===== config.mk =====
export PLATFORM = sky130hd
export DESIGN_NAME = oven_entry_ctrl
export DESIGN_NICKNAME = d
export VERILOG_FILES = /design/src/rtl/oven_pkg.sv /design/src/rtl/bcd3_to_bin.sv /design/src/rtl/oven_entry_ctrl.sv
export SDC_FILE = /design/constraint.sdc
export NUM_CORES = 1
export LEC_CHECK = 0
export CAP_MARGIN = 30
export CELL_PAD_IN_SITES_DETAIL_PLACEMENT = 0
export CELL_PAD_IN_SITES_GLOBAL_PLACEMENT = 1
export CORE_UTILIZATION = 35
export CTS_CLUSTER_SIZE = 16
export DETAILED_ROUTE_END_ITERATION = 10
export PLACE_DENSITY_LB_ADDON = 0.1
export SYNTH_ARGS = -nofsm -noshare
export SYNTH_HDL_FRONTEND = slang
export SYNTH_SLANG_ARGS = --single-unit

===== constraint.sdc =====
create_clock -name clk -period 6.8 [get_ports clk]
set_input_delay 1.36 -clock clk [delete_from_list [all_inputs] [get_ports clk]]
set_output_delay 1.36 -clock clk [all_outputs]
set_load 0.02 [all_outputs]

===== src/rtl/oven_pkg.sv =====
// Shared oven encodings, ambient temperature and default entry limits.
// Latency: none (constants and types only).
// Backpressure: none.
package oven_pkg;

    typedef enum logic [1:0] {
        ST_TEMP_ENTRY = 2'd0,
        ST_TIME_ENTRY = 2'd1,
        ST_BAKE       = 2'd2,
        ST_FAULT      = 2'd3
    } oven_state_t;

    localparam logic [9:0] AMBIENT_TEMP = 10'd65;

    localparam logic [9:0] DEF_TEMP_MIN = 10'd150;
    localparam logic [9:0] DEF_TEMP_MAX = 10'd550;
    localparam logic [9:0] DEF_TIME_MIN = 10'd1;
    localparam logic [9:0] DEF_TIME_MAX = 10'd999;

    localparam logic [3:0] BCD_MAX      = 4'd9;
    localparam logic [1:0] MAX_DIGITS   = 2'd3;

endpackage


===== src/rtl/bcd3_to_bin.sv =====
// Converts three BCD digits (hundreds/tens/ones) to a 10-bit binary value.
// Latency: combinational.
// Backpressure: none.
module bcd3_to_bin (
    input  logic [3:0] bcd_hund,
    input  logic [3:0] bcd_tens,
    input  logic [3:0] bcd_ones,
    output logic [9:0] bin_out
);

    logic [9:0] hund_w;
    logic [9:0] tens_w;
    logic [9:0] ones_w;

    // Shift-and-add: x*100 = x*64 + x*32 + x*4, x*10 = x*8 + x*2; 9*100+99 fits in 10 bits.
    always_comb begin
        hund_w  = {6'd0, bcd_hund};
        tens_w  = {6'd0, bcd_tens};
        ones_w  = {6'd0, bcd_ones};
        bin_out = (hund_w << 6) + (hund_w << 5) + (hund_w << 2)
                + (tens_w << 3) + (tens_w << 1)
                + ones_w;
    end

endmodule


===== src/rtl/oven_entry_ctrl.sv =====
// Keypad entry FSM: assembles BCD digits into setpoint and bake time, range-checks, sequences oven state.
// Latency: every pulse (digit/enter/cancel) in cycle N is reflected on the registered outputs at edge N+1.
// Backpressure: none; each cycle's highest-priority pulse (cancel > enter > digit) is taken, others dropped.
module oven_entry_ctrl
    import oven_pkg::*;
#(
    parameter logic [9:0] TEMP_MIN = DEF_TEMP_MIN,
    parameter logic [9:0] TEMP_MAX = DEF_TEMP_MAX,
    parameter logic [9:0] TIME_MIN = DEF_TIME_MIN,
    parameter logic [9:0] TIME_MAX = DEF_TIME_MAX
) (
    input  logic       clk,
    input  logic       rst,
    input  logic [3:0] digit_in,
    input  logic       digit_valid,
    input  logic       enter,
    input  logic       cancel,
    output logic [1:0] state,
    output logic [9:0] inputTemp,
    output logic [9:0] timerVal,
    output logic [3:0] dispVal0,
    output logic [3:0] dispVal1,
    output logic [3:0] dispVal2,
    output logic       entry_error
);

    oven_state_t state_q, state_d;
    logic [9:0]  temp_q, temp_d;
    logic [9:0]  timer_q, timer_d;
    logic [3:0]  disp0_q, disp0_d;
    logic [3:0]  disp1_q, disp1_d;
    logic [3:0]  disp2_q, disp2_d;
    logic [1:0]  cnt_q, cnt_d;
    logic        err_q, err_d;

    logic [9:0]  entry_value;
    logic        in_entry;
    logic        temp_ok;
    logic        time_ok;

    // The displayed digits are always the value that enter would commit.
    bcd3_to_bin u_bcd3_to_bin (
        .bcd_hund (disp2_q),
        .bcd_tens (disp1_q),
        .bcd_ones (disp0_q),
        .bin_out  (entry_value)
    );

    // Range checks against the committed-value limits.
    always_comb begin
        in_entry = (state_q == ST_TEMP_ENTRY) || (state_q == ST_TIME_ENTRY);
        temp_ok  = (entry_value >= TEMP_MIN) && (entry_value <= TEMP_MAX);
        time_ok  = (entry_value >= TIME_MIN) && (entry_value <= TIME_MAX);
    end

    // Next-state decode with cancel > enter > digit priority.
    always_comb begin
        state_d = state_q;
        temp_d  = temp_q;
        timer_d = timer_q;
        disp0_d = disp0_q;
        disp1_d = disp1_q;
        disp2_d = disp2_q;
        cnt_d   = cnt_q;
        err_d   = err_q;

        if (cancel) begin
            state_d = ST_TEMP_ENTRY;
            disp0_d = 4'd0;
            disp1_d = 4'd0;
            disp2_d = 4'd0;
            cnt_d   = 2'd0;
            err_d   = 1'b0;
            // A committed setpoint survives a cancel out of time entry only.
            if (state_q == ST_BAKE || state_q == ST_FAULT) begin
                temp_d  = AMBIENT_TEMP;
                timer_d = 10'd0;
            end
        end else if (enter) begin
            if (in_entry && cnt_q != 2'd0) begin
                if (state_q == ST_TEMP_ENTRY ? temp_ok : time_ok) begin
                    if (state_q == ST_TEMP_ENTRY) begin
                        temp_d  = entry_value;
                        state_d = ST_TIME_ENTRY;
                    end else begin
                        timer_d = entry_value;
                        state_d = ST_BAKE;
                    end
                    disp0_d = 4'd0;
                    disp1_d = 4'd0;
                    disp2_d = 4'd0;
                    cnt_d   = 2'd0;
                end else begin
                    // Offending digits stay on the display for the user.
                    state_d = ST_FAULT;
                    err_d   = 1'b1;
                end
            end
        end else if (digit_valid) begin
            if (in_entry && digit_in <= BCD_MAX && cnt_q < MAX_DIGITS) begin
                disp2_d = disp1_q;
                disp1_d = disp0_q;
                disp0_d = digit_in;
                cnt_d   = cnt_q + 2'd1;
            end
        end
    end

    // State and output registers; reset restores ambient idle immediately.
    always_ff @(posedge clk or posedge rst) begin
        if (rst) begin
            state_q <= ST_TEMP_ENTRY;
            temp_q  <= AMBIENT_TEMP;
            timer_q <= 10'd0;
            disp0_q <= 4'd0;
            disp1_q <= 4'd0;
            disp2_q <= 4'd0;
            cnt_q   <= 2'd0;
            err_q   <= 1'b0;
        end else begin
            state_q <= state_d;
            temp_q  <= temp_d;
            timer_q <= timer_d;
            disp0_q <= disp0_d;
            disp1_q <= disp1_d;
            disp2_q <= disp2_d;
            cnt_q   <= cnt_d;
            err_q   <= err_d;
        end
    end

    assign state       = state_q;
    assign inputTemp   = temp_q;
    assign timerVal    = timer_q;
    assign dispVal0    = disp0_q;
    assign dispVal1    = disp1_q;
    assign dispVal2    = disp2_q;
    assign entry_error = err_q;

endmodule


==> impl_metrics.json <==
{
  "maxCapViolations": 0,
  "setup_viol": 0,
  "die_area_um2": 7280,
  "status": "completed",
  "cts_setup_buffers": 0,
  "drive_gt1_frac": 0.0850,
  "regArea_um2": 928,
  "yosysWarnings": 0,
  "io_buffer_count": 43,
  "netlist_area_um2": 2430,
  "grt-ovfl-total": 0,
  "rows": 30,
  "avgSynthCellArea_um2": 9.69,
  "post-route-min-period_ns": 4.28,
  "irDropWorstVdd_uv": 117,
  "num_vias": 1980,
  "gp_congestion": 0.776,
  "clock-sinks": 37,
  "critical_path_arrival_ns": 4.42,
  "cts_max_level": 2,
  "ys_ff_latch": 37,
  "final_hold_viol_count": 0,
  "routed_wl_um": 5930,
  "synth_top_cells_by_count": "dfrtp_1 (35), inv_1 (33), nand2_1 (22), mux2i_1 (18)",
  "powerDensity_nw_per_um2": 173,
  "synth.most_common_cell": "dfrtp_1",
  "tightest_slew_ns": 0.928,
  "finalPower_w": 0.000523,
  "grt_pass1_wl_um": 9820,
  "clk_latency_ns": 0.29,
  "syn_inst": 251,
  "wl_per_cell_um": 15.8,
  "critPathMaxFanout": 15,
  "dp_hpwl_um": 4290,
  "ctsResizeCount": 0,
  "cellLeakagePower_nw": 1.29,
  "max_freq_ghz": 0.234,
  "die_w_um": 85.3,
  "hold_buffers": 0,
  "first_pass_iters": 4,
  "io_pins": 44,
  "fin_area_um2": 3020,
  "grtUsageTotal": 0.172,
  "clockBufferDepth": 2,
  "synth.top_cell.area_share": 0.360,
  "synthFlopType": "dfrtp_1",
  "startpoint_type": "register",
  "dp_cells": 366,
  "fillers": 670,
  "worstSetupEndpointType": "register",
  "die_y_um": 85.3,
  "multi_input_area_um2": 1330,
  "cts_root_buffer": "clkbuf_8",
  "drt_iter0_markers": 104,
  "grt_max_degree": 38,
  "critPathKind": "register to register",
  "skew_ns": 0.00735,
  "fin_nets": 326,
  "core_um2": 6760,
  "start_util": 0.360,
  "synth.top_cells.by_area": "dfrtp_1 (36%), ha_1 (8.7%), mux2i_1 (7.4%)",
  "cp.required_ns": 6.94,
  "drc": 0,
  "hp-class": "register to register",
  "synth.distinct_cells": 47,
  "ant_nets": 0,
  "cts_tree": "done",
  "antennaDiodeCount": 0,
  "antenna_found_initial": 0,
  "dpl-instance-area_um2": 2930,
  "drv_slew": 0,
  "setup-tns-final_ns": 0,
  "clk_pin_slew_ns": 0.08,
  "slew_headroom": 0.381,
  "period_share": 0.629,
  "synth_enable_flop_cells": 0,
  "cts_buffers": 5,
  "rsz0062_at_grt": "false",
  "drt-vias-per-instance": 5.29,
  "syn_to_final_growth_pct": 24.1,
  "instances_no_fill": 374,
  "grt_pass1_vias": 1908,
  "async_flop_share": 1.00,
  "syn_nets": 284,
  "yosysTopAreaCell": "dfrtp_1",
  "synth-seq-area-share": 0.382
}
flip-flops by register name (all words and copies together) (netlist names):
register     flops
cnt_q            2
dispVal0         4
dispVal1         4
dispVal2         4
entry_error      1
inputTemp       10
state            2
timerVal        10
worst max-delay path: stages (launching register included):
cell and delay, ns:
dfrtp_1 0.44, inv_1 0.09, fa_1 0.53, inv_1 0.05, fa_1 0.46, ha_1 0.25, fa_1 0.43, a211oi_2 0.31
nor2_1 0.09, xor2_1 0.36, nor3_2 0.11, a41o_1 0.30, o21ai_2 0.53, o21ai_0 0.18
layout by cell type (no fill, tap or decap), drive strengths merged, types with 4 or more instances in the layout:
master,n
clkdlybuf4s50,43
dfrtp,35
inv,33
nand2,22
o21ai,19
mux2i,18
nand3,17
ha,17
nor2,16
a32oi,14
fa,7
clkbuf,7
a21oi,4
final cells by class:
class | count | share of cell area
clock buffers | 7 | 0.0253
multi-input cells | 170 | 0.440
well taps | 80 | 0.0332
clock inverters | 1 | 0.00249
flip-flops and latches | 37 | 0.308
repair buffers | 46 | 0.150
inverters | 33 | 0.0410
metrics by stage:
step	util	hold WS, ns	setup WS, ns
final	0.447	0.506	2.52
after global routing	0.447	0.538	2.26
after CTS	0.447	0.513	2.53
after detailed placement	0.434	0.481	2.56
after global placement	0.434	0.481	2.56
after floorplan	-	0.539	2.80
worst paths after layout:
| check | depth (start not counted) | start | endpoint | slack, ns |
|---|---|---|---|---|
| setup / recovery | 13 | dispVal0[3]$_DFFE_PP0P_ | dispVal2[1]$_DFFE_PP0P_ | 2.52 |
| hold / removal | 1 | entry_error$_DFFE_PP0P_ | entry_error$_DFFE_PP0P_ | 0.51 |
| setup reg to reg | 13 | dispVal0[3]$_DFFE_PP0P_ | dispVal2[1]$_DFFE_PP0P_ | 2.52 |
| min in group asynchronous | 3 | rst | timerVal[6]$_DFFE_PP0P_ | 1.48 |
| hold reg to reg | 1 | entry_error$_DFFE_PP0P_ | entry_error$_DFFE_PP0P_ | 0.51 |
| max in group asynchronous | 3 | rst | inputTemp[0]$_DFFE_PP1P_ | 4.97 |
layer usage:
metal  vias to the layer above  track usage  part of all wire
met2                        42        0.249              0.45
met1                       959        0.262              0.51
met5                         -            0                 0
met4                         0       0.0576            0.0086
li1                        975            -                 -
met3                         4       0.0272             0.031
power by group:
group	switching [W]	internal [W]	leakage (nW)	total [W]
Sequential	0.0000135	0.000236	0.507	0.000249
Clock	0.0000829	0.0000727	0.0385	0.000156
Combinational	0.0000715	0.0000463	0.740	0.000118
cell families after synthesis:
| kind of cell | count (synthesis) | synth area share |
|---|---|---|
| AND/OR/NAND/NOR | 72 | 0.152 |
| buffers and inverters | 44 | 0.0715 |
| multiplexers | 18 | 0.0741 |
| flip-flops | 37 | 0.382 |
| AO/OA/AOI/OAI | 53 | 0.164 |
| adder cells (fa/ha/maj) | 24 | 0.145 |
| XOR/XNOR | 3 | 0.0108 |
No activity file was read; power rests on OpenSTA's default activity.
